--- src/rtl/pic_host_bus_master.sv ---
// CPU-side bus master for an 8259-style PIC: ICW1-ICW4/OCW1 init, OCW1 mask writes, INTA_ service.
// Define PIC_HOST_EOI_EN to add a non-specific EOI (OCW2 = 8'h20) write after each vector capture.
module pic_host_bus_master #(
    parameter logic [7:0]  ICW1_VAL  = 8'h13,
    parameter logic [7:0]  ICW2_VAL  = 8'h20,
    parameter logic [7:0]  ICW3_VAL  = 8'h00,
    parameter logic [7:0]  ICW4_VAL  = 8'h01,
    parameter logic [7:0]  MASK_INIT = 8'h00,
    parameter int unsigned PULSE_W   = 2
) (
    input  logic       clk,
    input  logic       rst,
    input  logic       i_start,
    output logic       o_init_done,
    output logic       o_busy,
    input  logic       i_mask_req,
    input  logic [7:0] i_mask_val,
    output logic       o_mask_ack,
    input  logic       i_int_in,
    output logic [7:0] o_vec_data,
    output logic       o_vec_valid,
    output logic       o_wr_en,
    output logic       o_rd_en,
    output logic       o_a0,
    output logic [7:0] o_data_out,
    output logic       o_data_oe,
    input  logic [7:0] i_data_in,
    output logic       o_inta_n
);

    typedef enum logic [3:0] {
        StIdle,
        StIcw1,
        StIcw2,
        StIcw3,
        StIcw4,
        StOcw1,
        StReady,
        StInta1,
        StInta2,
        StMask
`ifdef PIC_HOST_EOI_EN
        , StEoi
`endif
    } state_e;

    typedef enum logic [1:0] {
        PhSetup,
        PhStrobe,
        PhHold
    } phase_e;

    localparam logic [3:0] LAST_STROBE = 4'(PULSE_W - 1);
    localparam logic       SKIP_ICW3   = ICW1_VAL[1];
    localparam logic       HAS_ICW4    = ICW1_VAL[0];
    localparam logic [7:0] OCW2_EOI    = 8'h20;

    state_e     r_state;
    phase_e     r_phase;
    logic [3:0] r_cnt;
    logic [7:0] r_mask_data;
    logic [7:0] r_vec_data;
    logic       r_vec_valid;

    state_e     w_state_nxt;
    phase_e     w_phase_nxt;
    logic [3:0] w_cnt_nxt;
    logic       w_bus;
    logic       w_strobe;
    logic       w_mask_accept;
    logic       w_capture;
    logic       w_vec_done;

    assign w_bus    = (r_state != StIdle) && (r_state != StReady);
    assign w_strobe = w_bus && (r_phase == PhStrobe);

    always_comb begin
        w_state_nxt   = r_state;
        w_phase_nxt   = r_phase;
        w_cnt_nxt     = r_cnt;
        w_mask_accept = 1'b0;
        w_capture     = 1'b0;
        w_vec_done    = 1'b0;
        if (!w_bus) begin
            w_phase_nxt = PhSetup;
            w_cnt_nxt   = 4'd0;
            // int_in outranks mask_req, which outranks start; only READY honours int/mask
            if (r_state == StReady && i_int_in) begin
                w_state_nxt = StInta1;
            end else if (r_state == StReady && i_mask_req) begin
                w_state_nxt   = StMask;
                w_mask_accept = 1'b1;
            end else if (i_start) begin
                w_state_nxt = StIcw1;
            end
        end else begin
            unique case (r_phase)
                PhSetup: begin
                    w_phase_nxt = PhStrobe;
                    w_cnt_nxt   = 4'd0;
                end
                PhStrobe: begin
                    if (r_cnt == LAST_STROBE) begin
                        w_phase_nxt = PhHold;
                        w_capture   = (r_state == StInta2);
                    end else begin
                        w_cnt_nxt = r_cnt + 4'd1;
                    end
                end
                PhHold: begin
                    w_phase_nxt = PhSetup;
                    w_cnt_nxt   = 4'd0;
                    w_vec_done  = (r_state == StInta2);
                    case (r_state)
                        StIcw1:  w_state_nxt = StIcw2;
                        StIcw2:  w_state_nxt = !SKIP_ICW3 ? StIcw3 : (HAS_ICW4 ? StIcw4 : StOcw1);
                        StIcw3:  w_state_nxt = HAS_ICW4 ? StIcw4 : StOcw1;
                        StIcw4:  w_state_nxt = StOcw1;
                        StInta1: w_state_nxt = StInta2;
`ifdef PIC_HOST_EOI_EN
                        StInta2: w_state_nxt = StEoi;
`else
                        StInta2: w_state_nxt = StReady;
`endif
                        default: w_state_nxt = StReady;
                    endcase
                end
                default: w_phase_nxt = PhSetup;
            endcase
        end
    end

    always_ff @(posedge clk or posedge rst) begin
        if (rst) begin
            r_state     <= StIdle;
            r_phase     <= PhSetup;
            r_cnt       <= 4'd0;
            r_mask_data <= 8'h00;
            r_vec_data  <= 8'h00;
            r_vec_valid <= 1'b0;
        end else begin
            r_state     <= w_state_nxt;
            r_phase     <= w_phase_nxt;
            r_cnt       <= w_cnt_nxt;
            r_vec_valid <= w_vec_done;
            if (w_mask_accept) begin
                r_mask_data <= i_mask_val;
            end
            if (w_capture) begin
                r_vec_data <= i_data_in;
            end
        end
    end

    // Pins decode straight from registered state so reset clears strobes without waiting a clock
    always_comb begin
        o_wr_en    = 1'b0;
        o_rd_en    = 1'b0;
        o_inta_n   = 1'b1;
        o_a0       = 1'b0;
        o_data_out = 8'h00;
        o_data_oe  = 1'b0;
        case (r_state)
            StIcw1: begin
                o_data_oe  = 1'b1;
                o_data_out = ICW1_VAL;
                o_wr_en    = w_strobe;
            end
            StIcw2: begin
                o_data_oe  = 1'b1;
                o_a0       = 1'b1;
                o_data_out = ICW2_VAL;
                o_wr_en    = w_strobe;
            end
            StIcw3: begin
                o_data_oe  = 1'b1;
                o_a0       = 1'b1;
                o_data_out = ICW3_VAL;
                o_wr_en    = w_strobe;
            end
            StIcw4: begin
                o_data_oe  = 1'b1;
                o_a0       = 1'b1;
                o_data_out = ICW4_VAL;
                o_wr_en    = w_strobe;
            end
            StOcw1: begin
                o_data_oe  = 1'b1;
                o_a0       = 1'b1;
                o_data_out = MASK_INIT;
                o_wr_en    = w_strobe;
            end
            StMask: begin
                o_data_oe  = 1'b1;
                o_a0       = 1'b1;
                o_data_out = r_mask_data;
                o_wr_en    = w_strobe;
            end
`ifdef PIC_HOST_EOI_EN
            StEoi: begin
                o_data_oe  = 1'b1;
                o_data_out = OCW2_EOI;
                o_wr_en    = w_strobe;
            end
`endif
            StInta1: o_inta_n = !w_strobe;
            StInta2: begin
                o_inta_n = !w_strobe;
                o_rd_en  = w_strobe;
            end
            default: ;
        endcase
    end

`ifdef PIC_HOST_EOI_EN
    assign o_init_done = (r_state == StReady) || (r_state == StInta1) || (r_state == StInta2)
                         || (r_state == StEoi);
`else
    assign o_init_done = (r_state == StReady) || (r_state == StInta1) || (r_state == StInta2);
`endif
    assign o_busy      = w_bus;
    assign o_mask_ack  = w_mask_accept;
    assign o_vec_data  = r_vec_data;
    assign o_vec_valid = r_vec_valid;

endmodule

--- config.mk ---
export PLATFORM = sky130hd
export DESIGN_NAME = pic_host_bus_master
export DESIGN_NICKNAME = d
export VERILOG_FILES = /design/src/rtl/pic_host_bus_master.sv
export SDC_FILE = /design/constraint.sdc
export NUM_CORES = 1
export LEC_CHECK = 0
export CAP_MARGIN = 20
export CORE_ASPECT_RATIO = 1.5
export CORE_UTILIZATION = 45
export CTS_CLUSTER_SIZE = 12
export DETAILED_ROUTE_END_ITERATION = 8
export PLACE_DENSITY = 0.78
export SLEW_MARGIN = 15
export SYNTH_ARGS = -nofsm -noshare
export SYNTH_HDL_FRONTEND = slang
export SYNTH_SLANG_ARGS = --single-unit
--- constraint.sdc ---
create_clock -name clk -period 4.2 [get_ports clk]
set_input_delay 0.63 -clock clk [delete_from_list [all_inputs] [get_ports clk]]
set_output_delay 0.63 -clock clk [all_outputs]
set_load 0.02 [all_outputs]
After elaboration in Yosys (flattened, before gate mapping)
Index checks and enable logic that the tools add are counted.
W data, S select, Z words.
- add/sub/neg operators: 1
- equality and inequality tests: 17
- multiplexer cells: 26
- reductions and logical operators: 17
- operators with widths (cell ; count):
    $pmux W8 S4 ; 1
    $mux W4 ; 7
    $eq A4 B3 Y1 const B ; 4
    $pmux W4 S4 ; 1
    $mux W1 ; 13
    $eq A4 B1 Y1 const B ; 2
    $eq A4 B2 Y1 const B ; 2
    $eq A4 B4 Y1 const B ; 2
    $pmux W4 S2 ; 1
    $reduce_bool A4 Y1 ; 2
    $ne A3 B2 Y1 const B ; 2
    $reduce_or A2 Y1 ; 3
    $reduce_or A6 Y1 ; 1
    $reduce_or A5 Y1 ; 1
    $add A4 B1 Y4 const B ; 1
    $logic_and A1 B1 Y1 ; 4
    $mux W2 ; 2
    $ne A4 B3 Y1 const B ; 1
    $pmux W2 S2 ; 1
    $reduce_and A2 Y1 ; 2
    $ne A3 B3 Y1 const B ; 1
    $eq A2 B1 Y1 const B ; 1
    $eq A2 B2 Y1 const B ; 1
    $logic_not A2 Y1 ; 1
    other kinds (3) ; 4
- bits in registers: 27
- bits of input ports: 21
- output and inout bits: 25
- logic and storage cells: 67

Longest topological paths before layout
Gate-level depths: netlist (run 1).
- word-level depth: 5
- gate-level depth with buffers: 6
- gate-level depth less buffers: 6

Worst setup path before layout (run 1)
No wires, ideal clock.
- kind: register to output
- from: reg r_state[1]
- to: out o_wr_en
- data arrival time: 1.795 ns
- required time: 3.570 ns
- setup slack: 1.775 ns
- stages on the path, launching flop included: 5
- buffers on the path: 1
- cell sequence: dfrtp_1 -> clkbuf_1 -> nand2_1 -> o22ai_1 -> nor3b_1
- word-level cells in the longest chain between the ends: 4
- ends and longest elaborated chain (element ; line ; text):
    from (decl) ; 58 ; state_e r_state;
    from (signal assigned) ; 135 ; r_state <= StIdle;
    from (signal assigned) ; 142 ; r_state <= w_state_nxt;
    parallel branches: the longest is 3 deep, another holds $reduce_or A6 Y1 ; n/a ;
    $mux W1 (*) ; 163 ; case (r_state)
    to (decl) ; 22 ; output logic o_wr_en,
Every way passes the cells marked *.

Final worst setup path (run 1)
- from: reg r_state[1]
- to: out o_mask_ack
- word-level cells in the longest chain between the ends: 5
- ends and longest elaborated chain (element ; line ; text):
    $eq A4 B3 Y1 ; 88, 90 ;
    $logic_and A1 B1 Y1 ; 90 ; end else if (r_state == StReady && i_mask_req) begin
    $mux W1 ; 90 ;
    $mux W1 ; 88 ; if (r_state == StReady && i_int_in) begin
    $mux W1 (*) ; 84 ; if (!w_bus) begin
    to (decl) ; 18 ; output logic o_mask_ack,
Mark *: on every way between the ends. The rest lies on a longest branch, timed or not.

==> results.md, run 1 <==
STA:
- The final setup TNS is 0 ns.
- The transition time of the tightest slew-check pin is between 0.4 and 0.5 ns.
- Static timing analysis puts the maximum clock frequency at 325 MHz.
- The total setup violations reported at the end of the flow is 0.
- The final critical path time including I/O delays and setup is roughly 3.1 ns.
- The number of hold-slack violations in the final timing report came to 0.
- The part of the cycle the worst path needs is 0.732.
- The setup clock skew after layout is 0.00125 ns.
- The max-slew violation count was 0.
- Setup repair after global routing left no endpoint under its margin.
- The normalized max-slew margin is 0.686.

Cells and area:
- Summing all flip-flop and latch instances after layout gives 676 um2.
- The synthesis-to-layout area growth is 38.7%.
- The final cell utilization of the core is 0.668.
- The number of antenna diodes in the final layout is 0.
- In the final layout, the share of cells above drive strength 1 is 0.0994.
- The post-layout instance area is roughly 0.002 mm2.
- The final standard cell count with taps included and fillers excluded is 210.
- The layout filler cell count is around 270.
- The layout net count is roughly 200.
- In the final layout, the multi-input gates occupy about 700 um2.

Clocking:
- The number of setup buffers added after CTS is 0.
- Clock tree synthesis inserted a total of 3 buffers.
- The H-tree depth is 1.
- The clock slew seen by the registers of the worst setup and hold paths is around 0.09 ns.
- Gates resized during post-CTS repair numbered 0.
- The maximum buffer depth of the clock tree is 2.
- The clock root buffer is clkbuf_8.
- The later pin in the worst-skew pair is clocked with a latency of around 0.28 ns.
- The number of hold buffers added after CTS was 0.
- The number of clock sinks is 27.
- TritonCTS built the clock tree.

Synth:
- Of the post-synthesis cell area, the part taken by muxes is 0.148.
- The compound-gate portion of the synthesized area was 0.108.
- The most area-hungry cell type in the Yosys netlist is dfrtp_1.
- The synthesized netlist occupies a cell area of between 0.001 and 0.0015 mm2.
- The number of unique standard cell types used by synthesis is 33.
- The total of warnings raised by yosys is 0.
- The share of the Yosys chip area taken by registers is 0.477.
- After synthesis, the largest family of logic cells by area is simple AND/OR/NAND/NOR gates.
- Sorting the synthesized cells by area gives the leading types as dfrtp_1 48%, mux2_4 8.5%, mux2_1 6.4%.
- Synthesis produced a netlist whose cell count is approximately 130.
- The number of flip-flops and latches in the synthesized netlist is 27.
- Of the total synthesized cell area, the portion taken by AND, OR, NAND and NOR gates is 0.191.
- When the netlist entered floorplanning its net count stood at 150.
- The synthesized area per cell is about 11 um2.
- The fraction of post-synthesis cell area in the top cell type by area is 0.477.
- The adder and majority gate portion of the synthesized area is 0.0177.
- Of the total synthesized cell area, the portion taken by XOR and XNOR cells is 0.0247.

GRT:
- The initial antenna violation count came to 0.
- The combined global-route utilization of all metal layers is 0.204.
- The number of global-route vias before repair is about 1,100.
- The global-route wire length before repair is around 5.1 mm.
- The total congestion overflow is 0.
- The largest net degree at the start of global routing is 28.

Run:
- Max-cap violations in this run came to 0.

Die:
- The die area is about 0.0034 mm2.
- In this run the horizontal extent of the chip is around 48 um.
- The height of the die is around 71 um.
- The initial utilization of the core area, before any placement, comes to 0.481.
- The region available for standard cell placement spans just under 0.003 mm2.
- The I/O pin count is 46.
- The number of placement rows is 24.

Worst hold path:
- The number of stages on the worst hold path is 1.
- The worst hold-check path type is flip-flop to flip-flop.
- The startpoint of the lowest-slack hold path is r_mask_data[2].
- The path with the worst hold slack has its endpoint at r_mask_data[2].

Route:
- The total DRC errors in the routed layout is 0.
- Wires add up to roughly 3.1 mm.
- The routed layout has between 1,000 and 1,500 vias.
- Once detail routing completed, the nets flagged for antenna violations numbered 0.
- The via-per-instance ratio is approximately 5.4.
- The number of iterations in the first detailed-routing pass is 4.
- The mean routed wirelength per cell is roughly 15 um.
- The first routing iteration left 31 violations.

Place:
- The number of input and output port buffers inserted is 45.
- In this run, placement finished with an instance count of 205.
- The global placer's final weighted congestion is 0.770.
- Once detailed placement completed, the half-perimeter wirelength came to 2.32 mm.
- In this run the cell area measured after placement is ~0.0019 mm2.

Critical path:
- The worst-case reg-to-reg path depth is 4.
- For the worst setup path, the data arrival time is roughly 2.5 ns.
- The reg-to-reg critical path startpoint is r_state[1].
- The peak fanout along the critical path is 15.
- The endpoint of the worst-slack reg-to-reg timing path is o_vec_data[7].
- The category of the most critical setup path is flip-flop to output port.
- The required time of the critical path is about 3.6 ns.
- STA classifies the critical path endpoint as an output port.
- The worst setup path is launched from a flip-flop.
- In this run the register-to-register setup slack is between 2 and 2.5 ns.

Pwr:
- For this design the static power due to leakage is roughly 0.9 nW.
- Power spread over the standard cell area amounts to about 740 mW/mm2.
- The worst-case IR drop observed on VDD is 0.532 mV.
- Overall power consumption after layout is estimated at around 1.4 mW.

Status:
- The flow ran to the end, and the final reports show no timing, DRC or antenna violations.
-- flip-flops by register name, summed over array words and instances, names as in the netlist --
name,cells
o_vec_data,8
r_mask_data,8
r_cnt,4
r_state,4
r_phase,2
o_vec_valid,1
-- worst max-delay path by stage --
stage,from,end,depth (start not counted)
2_1_floorplan,r_state[1],o_wr_en,4
5_1_grt,r_state[1],o_mask_ack,4
3_3_place_gp,i_int_in,o_mask_ack,5
6_report,r_state[1],o_mask_ack,4
4_1_cts,r_state[1],o_mask_ack,4
3_5_place_dp,i_int_in,o_mask_ack,5
-- final cells by class --
type,instances,share of cell area
Clock buffer,3,0.0210
Timing Repair Buffer,46,0.243
Inverter,6,0.0115
Multi-Input combinational cell,88,0.353
Clock inverter,1,0.00255
Tap cell,39,0.0248
Sequential cell,27,0.344
-- synthesized netlist by cell type, drive strengths merged --
cell type  count
o22ai          2
a32oi          2
o21bai         1
a221oi         1
nor2          11
or3            2
ha             2
o21ai          4
mux2          16
and3b          1
nand3b         2
a22o           2
and3           4
a21oi          5
or4b           1
nor2b          1
o211a          2
nand4b         1
xnor2          3
xor2           1
nand2b         4
nor3b          5
o2bb2ai        1
dfrtp         27
nand2         11
clkbuf         4
o211ai         2
buf            2
inv            6
nor3           1
-- metrics by stage --
step	setup slack [ns]	hold slack [ns]
floorplan	1.78	0.456
global placement	1.19	0.468
detailed placement	1.18	0.480
CTS	1.13	0.504
global route	0.999	0.520
finish	1.12	0.504
-- cell usage in the layout (no fill, tap or decap), drive strengths merged --
cell type	n
xor2	1
mux2	16
nand2	11
a32oi	2
dfrtp	27
or4b	1
o2bb2ai	1
and3b	1
o22ai	2
nor3	1
o211ai	2
inv	6
clkinv	1
nand4b	1
ha	2
nand2b	4
nand3b	2
and3	4
clkbuf	3
or3	2
clkdlybuf4s50	45
nor2	11
nor3b	5
o21bai	1
o21ai	4
a22o	2
a221oi	1
o211a	2
xnor2	3
a21oi	5
nor2b	1
buf	1
-- routing by layer --
| metal | track usage | wire length [um] | vias to the layer above | part of all wire |
|---|---|---|---|---|
| li1 | - | - | 536 | - |
| met1 | 0.266 | 1230 | 559 | 0.39 |
| met4 | 0.0648 | 51 | 0 | 0.016 |
| met2 | 0.336 | 1720 | 33 | 0.55 |
| met5 | 0 | 0 | - | 0 |
| met3 | 0.0281 | 146 | 5 | 0.046 |
-- worst max-delay path, cell delays in order (launching register included) --
cell             delay [ns]
dfrtp_1                0.64
nand3b_1               0.24
or3_1                  0.57
inv_1                  0.11
clkdlybuf4s50_1        0.60
-- cells by family after synthesis --
kind of cell | Yosys count
multiplexers | 16
AND/OR/NAND/NOR | 44
flip-flops | 27
adder cells (fa/ha/maj) | 2
XOR/XNOR | 4
AO/OA/AOI/OAI | 22
buffers and inverters | 12
-- power breakdown --
group	total, mW	internal, mW	switching (mW)
sequential	0.514	0.376	0.139
combinational	0.784	0.405	0.379
clock	0.151	0.0667	0.0844
total	1.45	0.847	0.602
(Power assumes the default switching activity.)
==> run 2, diff against run 1 <==
- CORE_UTILIZATION: 45 -> 41
- PLACE_DENSITY: 0.78 -> 0.75
- clock period: 4.2 -> 2.5 ns (I/O delays scaled with it)
==> run 2 against run 1 <==
Against the previous run: clock power rose by 70%; non-clock buffer count rose by 5; cell area grew 1.6%; highest routed layer unchanged.
==> results.md, run 2 (synthesis results as in run 1) <==
GRT:
- The number of global-route vias before repair was about 1,200.
- The combined global-route utilization of all metal layers is 0.183.
- The global-route wire length before repair is 5.18 mm.
- After global routing the overflow that remains totals 0.
- The initial antenna violation count is 0.
- The largest net degree at the start of global routing is 28.

Place:
- The placement-stage worst setup slack is ~0.17 ns.
- The number of input and output port buffers inserted is between 40 and 50.
- The global placer's final weighted congestion is approximately 0.81.
- The number of placed instances, taps included, is between 200 and 250.
- The placed wire-length estimate after detailed placement is between 2 and 2.5 mm.

Route:
- After detailed routing, the average wire length per cell comes to 14.7 um.
- The number of nets with antenna violations after routing is 0.
- Summed over all layers, the routed wires come to ~3.2 mm.
- The number of DRC markers after the initial detailed-route iteration is 30.
- The total number of vias is about 1,200.
- The via-per-instance ratio is around 5.3.
- The number of iterations in the first detailed-routing pass is 4.
- For this run, design rule violations remaining after detail routing come to 0.

Pwr:
- VDD sags by at most 1.02 mV.
- The overall power is 2.48 mW.
- The internal power consumption is 1.45 mW.
- The net switching power of the design is approximately 1 mW.
- The clock group share of total power is 0.103.
- The share of total power dissipated in combinational logic is 0.568.
- Dividing total power by cell area gives a power density of between 1000 and 1500 mW/mm2.
- Of the total power, the share spent switching nets is 0.413.
- For this design the static power due to leakage is between 0.9 and 1 nW.
- The sequential share of power is 0.329.

Critical path:
- Along the worst path, the maximum fanout reaches 11.
- The cell at the slowest stage of the critical path is clkdlybuf4s50_1.
- In this design, the stage delay of the slowest critical-path cell is roughly 0.60 ns.
- The required time of the critical path is approximately 2.1 ns.
- Walking the worst path, the cells encountered are nand3b_1 > or3_1 > inv_1 > clkdlybuf4s50_1.
- The category of the most critical setup path is flip-flop to output port.
- The data arrival time of the worst path is 2.09 ns.
- The worst setup path is launched from a flip-flop.
- The count of buffering cells on the critical path with inverters included is 2.
- Among cell families on the critical path, the largest total delay comes from buffers and inverters.
- The worst setup path is captured at an output port.

Cells and area:
- The finished layout holds about 220 standard cells, fillers aside.
- In the layout the commonest cells are 41 x clkdlybuf4s50_1, 25 x dfrtp_1, 10 x nand2_1, 9 x nor2_1.
- The final layout contains 200 nets.
- Of the cells placed in the final design, the portion with a size suffix greater than 1 is 0.148.
- The library cell used most frequently in the layout, excluding fill and tap cells, is clkdlybuf4s50_1.
- The layout has 260 filler cells.
- The number of antenna diodes in the final layout is 0.
- The final cell utilization of the core is 0.619.
- The area growth from synthesis to layout is 40.9%.

STA:
- On the final layout, the worst hold slack is 0.441 ns.
- The maximum frequency from static timing analysis is 405 MHz.
- The part of the cycle the worst path needs is 0.988.
- Setup violations remaining at the end of the flow were counted as 0.
- The normalized max-slew margin is 0.746.
- The worst path meets setup with ~0.031 ns of slack.
- The number of hold-slack violations in the final timing report is 0.
- The max-slew violation count is 0.
- The setup clock skew after layout is 0.00471 ns.
- At the pin with the least slew margin, the transition time is approximately 0.38 ns.
- The final critical path time including I/O delays and setup is roughly 2.5 ns.

Clocking:
- Clock tree synthesis selected as its root buffer the cell clkbuf_8.
- CTS built an H-tree with a depth of 1.
- In this run, CTS created clock tree buffers numbering 3.
- The maximum buffer depth of the clock tree is 2.
- The CTS tree is yes.
- The clock drives 27 sinks.
- The clock slew seen by the registers of the worst setup and hold paths is around 0.090 ns.
- The clock reaches the later pin of the worst-skew pair after 0.28 ns.
- The number of hold-repair buffers added at the cts stage is 0.

Die:
- between 40 and 50 I/O pins were placed.
- The die is approximately 50 um wide.
- The effective utilization at floorplan is 0.440.
- The number of placement rows is 25.
- The standard cell core area is ~0.0032 mm2.
- The die covers 0.00370 mm2.
- The floorplan step set the die height to 74.0 um.

Status:
- The flow ran to the end, and the final reports show no timing, DRC or antenna violations.

Worst hold path:
- The worst hold-check path type is primary input to async pin.

Run:
- Max-cap violations in this run came to 0.
[run 2: cell count changes in the layout (fill, tap and decap cells not counted), sizes merged]
cell and change:
clkdlybuf4s50 -4, dlygate4sd2 +2, clkinvlp +1, clkinv -1
buf +5, dlymetal6s2s +2
[run 2: final timing paths]
check                               startpoint             end  slack [ns]  depth (start not counted)
worst max-delay path                r_state[3]      o_mask_ack        0.03                          4
worst min-delay path                       rst   o_vec_data[7]        0.44                          3
worst max register to register      r_state[2]   o_vec_data[5]        0.60                          4
worst min register to register  r_mask_data[3]  r_mask_data[3]        0.49                          1
max in group asynchronous                  rst      r_state[3]        1.79                          3
min in group clk                r_mask_data[3]  r_mask_data[3]        0.49                          1
[run 2: layout make-up]
type	instances	area, um2	area share
inverters	6	22.5	0.0113
clock inverters	1	7.51	0.00376
clock buffers	3	41.3	0.0207
multi-input cells	88	698	0.350
flip-flops and latches	27	678	0.340
repair buffers	51	498	0.250
well taps	40	50.0	0.0251
[run 2: metal layers]
metal | track usage | wire length (um) | vias up
met5 | 0 | 0 | -
met4 | 0.0603 | 32 | 0
met3 | 0.0286 | 155 | 2
met2 | 0.350 | 1660 | 55
met1 | 0.201 | 1330 | 552
li1 | - | - | 542
[run 2: worst reg2reg max path, stage by stage, from the launching register on]
cell and delay [ns]:
dfrtp_2 0.50, or4b_4 0.55, nor3b_4 0.26, nand2_4 0.15, mux2_4 0.34
[run 2: stage by stage]
| stage | area (um2) | TNS, ns |
|---|---|---|
| 6_report | 2000 | 0 |
| 5_1_grt | 2000 | -0.0114 |
| 4_1_cts | 1970 | 0 |
| 3_5_place_dp | 1920 | 0 |
| 3_3_place_gp | 1920 | 0 |
| 2_1_floorplan | 1420 | 0 |
[run 2: repair_timing]
item / 4_1_cts / 5_1_grt
setup buffers: 0 / 2
gates cloned: 0 / 0
setup endpoints to repair: 4 / 7
gates resized for setup: 4 / 4
[run 2: power groups by stage]
stage | Combinational, mW | Sequential (mW) | Clock [mW]
floorplan | 0.840 | 0.826 | 0
global placement | 1.37 | 0.799 | 0
detailed placement | 1.39 | 0.814 | 0
CTS | 1.39 | 0.808 | 0.259
global route | 1.52 | 0.838 | 0.274
finish | 1.41 | 0.814 | 0.256
==> run 3, diff against run 2 <==
- SKIP_CTS_REPAIR_TIMING: not set -> 1
==> run 3 against run 2 <==
Against the previous run: combinational power about the same; global-route usage unchanged; critical path depth unchanged; register-to-register slack about the same; sequential cell count unchanged; maximum frequency about the same; largest power group unchanged; highest routed layer unchanged.
==> results.md, run 3 (synthesis results as in run 1) <==
Critical path:
- The count of buffering cells on the critical path with inverters included is 2.
- STA classifies the critical path startpoint as a flip-flop.
- In this design, the largest share of critical-path delay is due to buffers and inverters.
- The setup path with the least slack is of type flip-flop to output port.
- The timing endpoint of the critical path is o_mask_ack.
- The required time of the critical path is about 2.1 ns.
- The reg2reg setup slack is ~0.6 ns.
- The worst register-to-register path ends at o_vec_data[5].
- The launch point of the critical path is r_state[3].
- The cell count along the critical path is 4.
- The cell at the slowest stage of the critical path is clkdlybuf4s50_1.
- The delay of the slowest critical-path stage is ~0.6 ns.
- Traced cell by cell, the critical path runs through nand3b_1 > or3_1 > inv_1 > clkdlybuf4s50_1.
- Measured in cells, the most critical reg-to-reg path has a length of 4.
- STA puts the critical path data arrival time at between 2 and 2.5 ns.
- STA classifies the critical path endpoint as an output port.
- The peak fanout along the critical path is 11.
- The reg-to-reg critical path startpoint is r_state[2].

GRT:
- The initial antenna violation count was 0.
- The largest net degree at the start of global routing is 28.
- The combined global-route utilization of all metal layers is 0.183.
- The first global-routing pass estimated slightly above 5 mm of wire.
- The number of global-route vias before repair is between 1,000 and 1,500.
- The total congestion overflow is 0.

Clocking:
- Counting along the longest clock path gives a buffer depth of 2.
- The CTS tree is yes.
- The H-tree depth is 1.
- The clock slew seen by the registers of the worst setup and hold paths is 0.09 ns.
- Clock latency on the worst-skew pair, taken at its later pin, is around 0.28 ns.
- The clock root buffer is clkbuf_8.
- The number of clock sinks is 27.
- The number of clock buffers inserted by TritonCTS is 3.

Route:
- The number of iterations in the first detailed-routing pass is 4.
- In the routed layout, each cell is associated on average with a via count of 5.33.
- Dividing the detail-routed wire length by the instance count gives roughly 15 um.
- The number of DRC markers after the initial detailed-route iteration is 34.
- For this run, design rule violations remaining after detail routing come to 0.
- For this block, the via count after detailed routing is between 1,000 and 1,500.
- Once detail routing completed, the nets flagged for antenna violations numbered 0.
- The routed wire length is roughly 3.2 mm.

Cells and area:
- In the final layout, the share of cells above drive strength 1 is 0.148.
- The final cell utilization of the core is 0.621.
- In the layout the commonest cells are 42 x clkdlybuf4s50_1, 25 x dfrtp_1, 10 x nand2_1, 9 x nor2_1.
- The synthesis-to-layout area growth is 41.3%.
- In the final design database the tool counted 200 nets.
- The leading cell type in the layout, fill and taps excluded is clkdlybuf4s50_1.
- The number of antenna cells inserted is 0.
- The layout filler cell count is 260.

STA:
- At the pin with the least slew margin, the transition time is roughly 0.38 ns.
- Setup repair after global routing could not meet its margin everywhere.
- The final setup TNS is 0 ns.
- The part of the cycle the worst path needs is 0.987.
- Across the routed clock network, the largest skew measured is roughly 0.0045 ns.
- Setup violations remaining at the end of the flow were counted as 0.
- The maximum frequency from static timing analysis is ~400 MHz.
- The number of hold-slack violations in the final timing report is 0.
- The routed design could run at a clock period as short as 2.47 ns.
- Final hold analysis gives a worst-case slack of between 0.4 and 0.5 ns.
- In this run the tightest slew margin relative to its limit is 0.750.
- The max-slew violation count is 0.

Place:
- The count of buffers added on input and output ports is 45.
- The placed wire-length estimate after detailed placement is around 2.4 mm.
- At the end of routability-driven placement, the weighted congestion stood at 0.815.

Die:
- During I/O placement, the number of pins put on the boundary was 46.
- The number of placement rows is 25.
- Measured along the y axis, the die boundary spans 74.0 um.
- The standard cell core area is approximately 0.0032 mm2.
- The chip width is around 50 um.
- The effective utilization at floorplan is 0.440.
- The floorplan step defined a die boundary enclosing ~0.0037 mm2.

Pwr:
- Across the VDD grid, the largest voltage drop is 1.02 mV.
- Power spread over the standard cell area amounts to around 1200 mW/mm2.
- The analysis attributes to cell leakage a power of 0.963 nW.

Status:
- The run finished with clean final reports.

Worst hold path:
- The path class of the tightest hold or removal check is primary input to async pin.

Run:
- Across the run, the number of max-cap violations was 0.
## run 3: area by class of cell
cell class                      instances  area, um2  share of cell area
Clock buffer                            3       41.3              0.0206
Tap cell                               40       50.0              0.0250
Multi-Input combinational cell         88        698               0.349
Sequential cell                        27        678               0.339
Timing Repair Buffer                   51        503               0.251
Inverter                                6       22.5              0.0113
Clock inverter                          1       7.51             0.00375
## run 3: worst min path at each step
stage	end	cells past startpoint
2_1_floorplan	o_vec_data[0]	1
3_3_place_gp	r_mask_data[3]	1
3_5_place_dp	r_mask_data[3]	1
4_1_cts	r_mask_data[3]	3
5_1_grt	o_vec_data[6]	3
6_report	o_vec_data[7]	3
## run 3: worst reg2reg max path, cell delays in order, from the launching register on
cell	delay, ns
dfrtp_2	0.50
or4b_4	0.55
nor3b_4	0.26
nand2_4	0.15
mux2_4	0.34
## run 3: layer usage
layer | track usage | up-vias | wire length (um)
met1 | 0.199 | 552 | 1300
met3 | 0.0286 | 3 | 169
met2 | 0.353 | 54 | 1660
met4 | 0.0603 | 0 | 32
li1 | - | 543 | -
met5 | 0 | - | 0
## run 3: report_power, final
| part | leakage (nW) | switching [mW] | total, mW | internal [mW] |
|---|---|---|---|---|
| registers | 0.330 | 0.177 | 0.813 | 0.635 |
| logic | 0.612 | 0.705 | 1.42 | 0.713 |
| clock network | 0.0217 | 0.143 | 0.256 | 0.113 |
## run 3: through the flow
stage / cell area, um2 / instances / power, mW / worst slack [ns]
after floorplan: 1420 / 127 / 1.67 / 0.330
after CTS: 1970 / 214 / 2.47 / -0.142
after global placement: 1920 / 210 / 2.17 / 0.187
final: 2000 / 216 / 2.49 / 0.0326
after detailed placement: 1920 / 210 / 2.21 / 0.168
after global routing: 2000 / 216 / 2.65 / -0.0359
